[config.mk]
export PLATFORM = sky130hd
export DESIGN_NAME = geofence_feeder
export DESIGN_NICKNAME = d
export VERILOG_FILES = /design/src/rtl/geofence_pkg.sv /design/src/rtl/geofence_frame_buf.sv /design/src/rtl/geofence_feeder.sv
export SDC_FILE = /design/constraint.sdc
export NUM_CORES = 1
export LEC_CHECK = 0
export CAP_MARGIN = 20
export CELL_PAD_IN_SITES_DETAIL_PLACEMENT = 0
export CELL_PAD_IN_SITES_GLOBAL_PLACEMENT = 2
export CORE_UTILIZATION = 40
export DETAILED_ROUTE_END_ITERATION = 10
export PLACE_DENSITY = 0.68
export SLEW_MARGIN = 0
export SYNTH_ARGS = -nofsm -noshare
export SYNTH_HDL_FRONTEND = slang
export SYNTH_HIERARCHICAL = 1
export SYNTH_SLANG_ARGS = --single-unit
[constraint.sdc]
create_clock -name clk -period 7.7 [get_ports clk]
set_input_delay 1.155 -clock clk [delete_from_list [all_inputs] [get_ports clk]]
set_output_delay 1.155 -clock clk [all_outputs]
set_load 0.005 [all_outputs]
[src/rtl/geofence_pkg.sv]
// Constants, feeder FSM states and the point payload shared by the geofence blocks.
package geofence_pkg;

  localparam int unsigned COORD_W       = 10;
  localparam int unsigned PTS_PER_FRAME = 7;
  localparam int unsigned NUM_FRAMES    = 2;

  typedef enum logic [1:0] {
    IDLE = 2'd0,
    SEND = 2'd1,
    WAIT = 2'd2
  } feed_state_e;

  typedef struct packed {
    logic [COORD_W-1:0] x;
    logic [COORD_W-1:0] y;
  } point_t;

endpackage

[src/rtl/geofence_frame_buf.sv]
// Two-frame point store: fills one frame while the other is read, tracks committed frames.
module geofence_frame_buf
  import geofence_pkg::*;
#(
  parameter  int unsigned PTS   = PTS_PER_FRAME,
  localparam int unsigned IDX_W = (PTS > 1) ? $clog2(PTS) : 1
) (
  input  logic             clk,
  input  logic             reset,
  input  logic             wr_en_i,
  input  point_t           wr_pt_i,
  input  logic             rel_en_i,
  input  logic [IDX_W-1:0] rd_idx_i,
  output point_t           rd_pt_o,
  output logic [1:0]       full_cnt_o
);

  point_t           mem_q [NUM_FRAMES][PTS];
  logic             wr_frame_q;
  logic             rd_frame_q;
  logic [IDX_W-1:0] wr_idx_q;
  logic [1:0]       full_cnt_q;
  logic             commit_c;

  // The last point of a frame makes the whole frame visible to the reader.
  assign commit_c = wr_en_i && (wr_idx_q == IDX_W'(PTS - 1));

  always_ff @(posedge clk) begin
    if (wr_en_i) begin
      mem_q[wr_frame_q][wr_idx_q] <= wr_pt_i;
    end
  end

  always_ff @(posedge clk or posedge reset) begin
    if (reset) begin
      wr_frame_q <= 1'b0;
      rd_frame_q <= 1'b0;
      wr_idx_q   <= '0;
      full_cnt_q <= '0;
    end else begin
      if (wr_en_i) begin
        if (commit_c) begin
          wr_idx_q   <= '0;
          wr_frame_q <= ~wr_frame_q;
        end else begin
          wr_idx_q <= wr_idx_q + IDX_W'(1);
        end
      end
      if (rel_en_i) begin
        rd_frame_q <= ~rd_frame_q;
      end
      case ({commit_c, rel_en_i})
        2'b10:   full_cnt_q <= full_cnt_q + 2'd1;
        2'b01:   full_cnt_q <= full_cnt_q - 2'd1;
        default: full_cnt_q <= full_cnt_q;
      endcase
    end
  end

  assign rd_pt_o    = mem_q[rd_frame_q][rd_idx_i];
  assign full_cnt_o = full_cnt_q;

endmodule

[src/rtl/geofence_feeder.sv]
// Packs incoming points into frames and plays each frame to the geofence, holding the
// next one until the geofence reports a result or the wait budget runs out.
module geofence_feeder #(
  parameter int unsigned COORD_W  = geofence_pkg::COORD_W,
  parameter int unsigned PTS      = geofence_pkg::PTS_PER_FRAME,
  parameter int unsigned MAX_WAIT = 255
) (
  input  logic               clk,
  input  logic               reset,
  input  logic               in_valid,
  output logic               in_ready,
  input  logic [COORD_W-1:0] in_x,
  input  logic [COORD_W-1:0] in_y,
  output logic [COORD_W-1:0] X,
  output logic [COORD_W-1:0] Y,
  output logic               out_vld,
  output logic               out_first,
  input  logic               fence_valid,
  output logic               timeout_err,
  output logic [15:0]        frames_sent
);

  import geofence_pkg::*;

  localparam int unsigned IDX_W  = (PTS > 1) ? $clog2(PTS) : 1;
  localparam int unsigned WAIT_W = (MAX_WAIT > 1) ? $clog2(MAX_WAIT) : 1;

  feed_state_e        state_q, state_d;
  logic [IDX_W-1:0]   rd_idx_q, rd_idx_d, rd_addr_c;
  logic [WAIT_W-1:0]  wait_q, wait_d;
  logic [COORD_W-1:0] x_q, x_d, y_q, y_d;
  logic               vld_q, vld_d;
  logic               first_q, first_d;
  logic               tmo_q, tmo_d;
  logic [15:0]        frames_q, frames_d;
  logic               accept_c;
  logic               release_c;
  logic [1:0]         full_cnt;
  point_t             wr_pt;
  point_t             rd_pt;

  assign in_ready = (full_cnt < 2'd2);
  assign accept_c = in_valid && in_ready;
  assign wr_pt    = '{x: in_x, y: in_y};

  // Read one point ahead so X/Y can be registered straight from the buffer.
  assign rd_addr_c = (state_q == SEND) ? rd_idx_q + IDX_W'(1) : '0;

  geofence_frame_buf #(
    .PTS (PTS)
  ) u_frame_buf (
    .clk        (clk),
    .reset      (reset),
    .wr_en_i    (accept_c),
    .wr_pt_i    (wr_pt),
    .rel_en_i   (release_c),
    .rd_idx_i   (rd_addr_c),
    .rd_pt_o    (rd_pt),
    .full_cnt_o (full_cnt)
  );

  always_comb begin
    state_d   = state_q;
    rd_idx_d  = rd_idx_q;
    wait_d    = wait_q;
    x_d       = x_q;
    y_d       = y_q;
    vld_d     = 1'b0;
    first_d   = 1'b0;
    tmo_d     = 1'b0;
    frames_d  = frames_q;
    release_c = 1'b0;
    case (state_q)
      IDLE: begin
        if (full_cnt != 2'd0) begin
          state_d  = SEND;
          rd_idx_d = '0;
          vld_d    = 1'b1;
          first_d  = 1'b1;
          x_d      = rd_pt.x;
          y_d      = rd_pt.y;
        end
      end
      SEND: begin
        if (rd_idx_q == IDX_W'(PTS - 1)) begin
          state_d = WAIT;
          wait_d  = '0;
        end else begin
          rd_idx_d = rd_idx_q + IDX_W'(1);
          vld_d    = 1'b1;
          x_d      = rd_pt.x;
          y_d      = rd_pt.y;
        end
      end
      WAIT: begin
        // A real result wins over a timeout landing on the same edge.
        if (fence_valid) begin
          release_c = 1'b1;
        end else if (wait_q == WAIT_W'(MAX_WAIT - 1)) begin
          release_c = 1'b1;
          tmo_d     = 1'b1;
        end else begin
          wait_d = wait_q + WAIT_W'(1);
        end
        if (release_c) begin
          state_d  = IDLE;
          frames_d = frames_q + 16'd1;
        end
      end
      default: state_d = IDLE;
    endcase
  end

  always_ff @(posedge clk or posedge reset) begin
    if (reset) begin
      state_q  <= IDLE;
      rd_idx_q <= '0;
      wait_q   <= '0;
      x_q      <= '0;
      y_q      <= '0;
      vld_q    <= 1'b0;
      first_q  <= 1'b0;
      tmo_q    <= 1'b0;
      frames_q <= '0;
    end else begin
      state_q  <= state_d;
      rd_idx_q <= rd_idx_d;
      wait_q   <= wait_d;
      x_q      <= x_d;
      y_q      <= y_d;
      vld_q    <= vld_d;
      first_q  <= first_d;
      tmo_q    <= tmo_d;
      frames_q <= frames_d;
    end
  end

  assign X           = x_q;
  assign Y           = y_q;
  assign out_vld     = vld_q;
  assign out_first   = first_q;
  assign timeout_err = tmo_q;
  assign frames_sent = frames_q;

endmodule
==> results.txt <==
Hold slack: 0.466 ns
Status: finished clean
DRC Markers: 0
Mapped Area: 0.0135 mm2
Post-Route WL: 29400 um
H-tree Lvls: 2
CP arrival: 4.16 ns
Sequential cell fraction of total power: 0.400
Max-cap violations: 0
Hold Fails Final Rpt: 0
End of the critical path: Y[8]$_DFFE_PP0P_
Worst Hold Class: flip-flop to flip-flop
Psw: 1.87 mW
Yosys warning total: 6
Core Area: 0.0329 mm2
Boundary pin count: 64
Final setup viols: 0
Synth top area cells: edfxtp_1 (62%), dfrtp_1 (11%), mux4_2 (6.9%)
Mapped Cells: 722
Die height: 185 um
Total power: 6.01 mW
Longest Clk Path Bufs: 3
Total gr overflow: 0
Post-CTS Hold Buffers: 0
Die area: 0.0344 mm2
Slew headroom: 0.263
Clk pwr share: 0.289
Die X: 185 um
RR Startpoint: state_q[1]$_DFFE_PP0P_
Initial Util: 0.410
Via count: 6955
Worst reg2reg path endpoint: Y[8]$_DFFE_PP0P_
Area growth, synth to finish: 17.7%
Gr usage total: 0.178
Via-to-Cell Ratio: 5.44
FF+latch count, synth: 339
Crit Path Max Fanout: 30
Final Util: 0.482
Iter 0 DRT Violations: 479
Part of the cycle the worst path needs: 0.489
Flop2flop setup slack: 3.93 ns
CTS tree: yes
Area of the multi-input gates: 0.00334 mm2
Area leader, netlist: edfxtp_1
NumNets Final: 841
Pre-antenna DRT Iters: 5
DR WL/cell: 23.0 um
Final clock skew: 0.0131 ns
CP Data Required Time: 8.09 ns
VDD IR max: 0.000216 V
Post-route ant nets: 0
Layout cells sized above 1: 0.195
TNS Setup: 0 ns
Min Clock Period, post-route: 3.77 ns
Total CTS buffers: 37
Routability-driven placement congestion ratio: 0.768
Synth cell types: 56
Predominant post-synthesis flop cell: edfxtp_1
Post-synth EDFFs: 280
Clock-pin transition on the worst setup and hold timing paths: 0.06 ns
Reg area: 0.00989 mm2
Syn Nets: 754
Leak pwr: 5.41 nW
PD cells: 379 mW/mm2
Pins Over Slew Limit: 0
Combinational Power Share: 0.310
Setup Crit Path Kind: flip-flop to flip-flop
Kind of end point of the critical path: flip-flop
Worst R2R Path Depth: 10
ANT cells: 0
Cell internal pwr: 4.14 mW
Fmax: 265 MHz
First-pass GRT wire length: 44800 um
Largest net degree at the start of global routing: 47
Switching part of the total power: 0.311
Clk sinks: 339
CP Launch Point: state_q[1]$_DFFE_PP0P_
CTS root buf: clkbuf_16
Clock Latency Late Sink: 0.51 ns
Postcts setup bufs: 0
Post_cts resized: 0
Worst slew pin tran: 1.10 ns
Fillers: 2810
IO Port Bufs: 63
Commonest non-fill, non-tap cells in the layout: edfxtp_1 (280), clkdlybuf4s50_1 (63), dfrtp_1 (58), mux2i_1 (41), mux4_2 (41)
Initial antenna violation count: 0
Hpwl dp: 19000 um
Vias in the first global route: 7191
Yosys top cell area share: 0.624
Share of synthesized registers carrying an async set or reset: 0.174
Part of the Yosys area used for sequential elements: 0.734
Syn Area/Cell: 18.6 um2
Rows: 66
Most common cell after layout, fill and taps aside: edfxtp_1
Unrepaired setup endpoints after global routing: false
Critical Path Source Type: flip-flop
## worst max-delay path: stages, from the launching register on
cell      delay (ns)
dfrtp_1         0.42
inv_1           0.11
nand2_1         0.15
nor2_4          0.75
buf_4           0.52
nand2b_1        0.60
buf_4           0.36
o21ai_0         0.17
o32ai_1         0.17
a21oi_1         0.08
mux2_2          0.28
## registers in the layout, indices dropped and copies added, names as in the netlist, 2 cells and up
signal	flops
wait_q	8
u_frame_buf/wr_idx_q	3
u_frame_buf/mem_q	280
frames_sent	16
state_q	2
rd_idx_q	3
u_frame_buf/full_cnt_o	2
X	10
Y	10
## per-stage QoR
step | instances | setup slack, ns | cell area, um2
6_report | 1279 | 3.93 | 15800
2_1_floorplan | 722 | 4.05 | 13500
3_5_place_dp | 1211 | 3.83 | 14600
5_1_grt | 1279 | 3.64 | 15800
4_1_cts | 1278 | 3.97 | 15800
3_3_place_gp | 1206 | 3.69 | 14600
## final cells by class
cell class	count	share of cell area
Multi-Input combinational cell	337	0.211
Tap cell	442	0.0349
Timing Repair Buffer	82	0.0516
Sequential cell	339	0.624
Clock buffer	50	0.0661
Inverter	12	0.00284
Clock inverter	17	0.0100
## cells in the mapped netlist, types with 8 or more instances
library cell,n
nor2_1,21
nand2_1,26
mux4_2,41
a21oi_1,10
ha_1,8
mux2_2,25
xor2_1,17
o32ai_1,10
clkbuf_1,17
inv_1,11
edfxtp_1,280
o21ai_0,23
nand3_1,11
mux4_1,9
o22ai_1,10
o311ai_1,10
mux2i_1,41
dfrtp_1,59
nor3_1,13
a22oi_1,10
## per-layer routing
layer | global-route usage | vias to the layer above | part of all wire | wire length (um)
li1 | - | 3089 | - | -
met1 | 0.239 | 3637 | 0.43 | 12700
met2 | 0.300 | 187 | 0.50 | 14800
met3 | 0.0286 | 42 | 0.046 | 1340
met4 | 0.0502 | 0 | 0.019 | 568
met5 | 0 | - | 0 | 0
## worst min-delay path by stage
| stage | from | to | slack (ns) | cells past startpoint |
|---|---|---|---|---|
| floorplan | frames_sent[15]$_DFFE_PP0P_ | frames_sent[15]$_DFFE_PP0P_ | 0.46 | 1 |
| global placement | frames_sent[15]$_DFFE_PP0P_ | frames_sent[15]$_DFFE_PP0P_ | 0.46 | 1 |
| detailed placement | frames_sent[15]$_DFFE_PP0P_ | frames_sent[15]$_DFFE_PP0P_ | 0.46 | 1 |
| CTS | frames_sent[15]$_DFFE_PP0P_ | frames_sent[15]$_DFFE_PP0P_ | 0.47 | 1 |
| global route | frames_sent[15]$_DFFE_PP0P_ | frames_sent[15]$_DFFE_PP0P_ | 0.48 | 1 |
| finish | frames_sent[15]$_DFFE_PP0P_ | frames_sent[15]$_DFFE_PP0P_ | 0.47 | 1 |
## power by group through the flow
stage	logic, mW	registers [mW]	clock network (mW)
final	1.86	2.41	1.74
after global routing	2.02	2.44	1.85
after CTS	1.88	2.41	1.78
after detailed placement	1.87	2.45	0
after global placement	1.85	2.44	0
after floorplan	1.33	2.34	0
## kinds of logic after synthesis
group,share of synthesized area
and+or+nand+nor,0.0404
muxes,0.138
AOI/OAI and AO/OA,0.0447
buffers and inverters,0.0221
xor gates and xnor gates,0.0137
DFF,0.734
adders and majority gates,0.00743
Power figures use the tool's default switching activity.
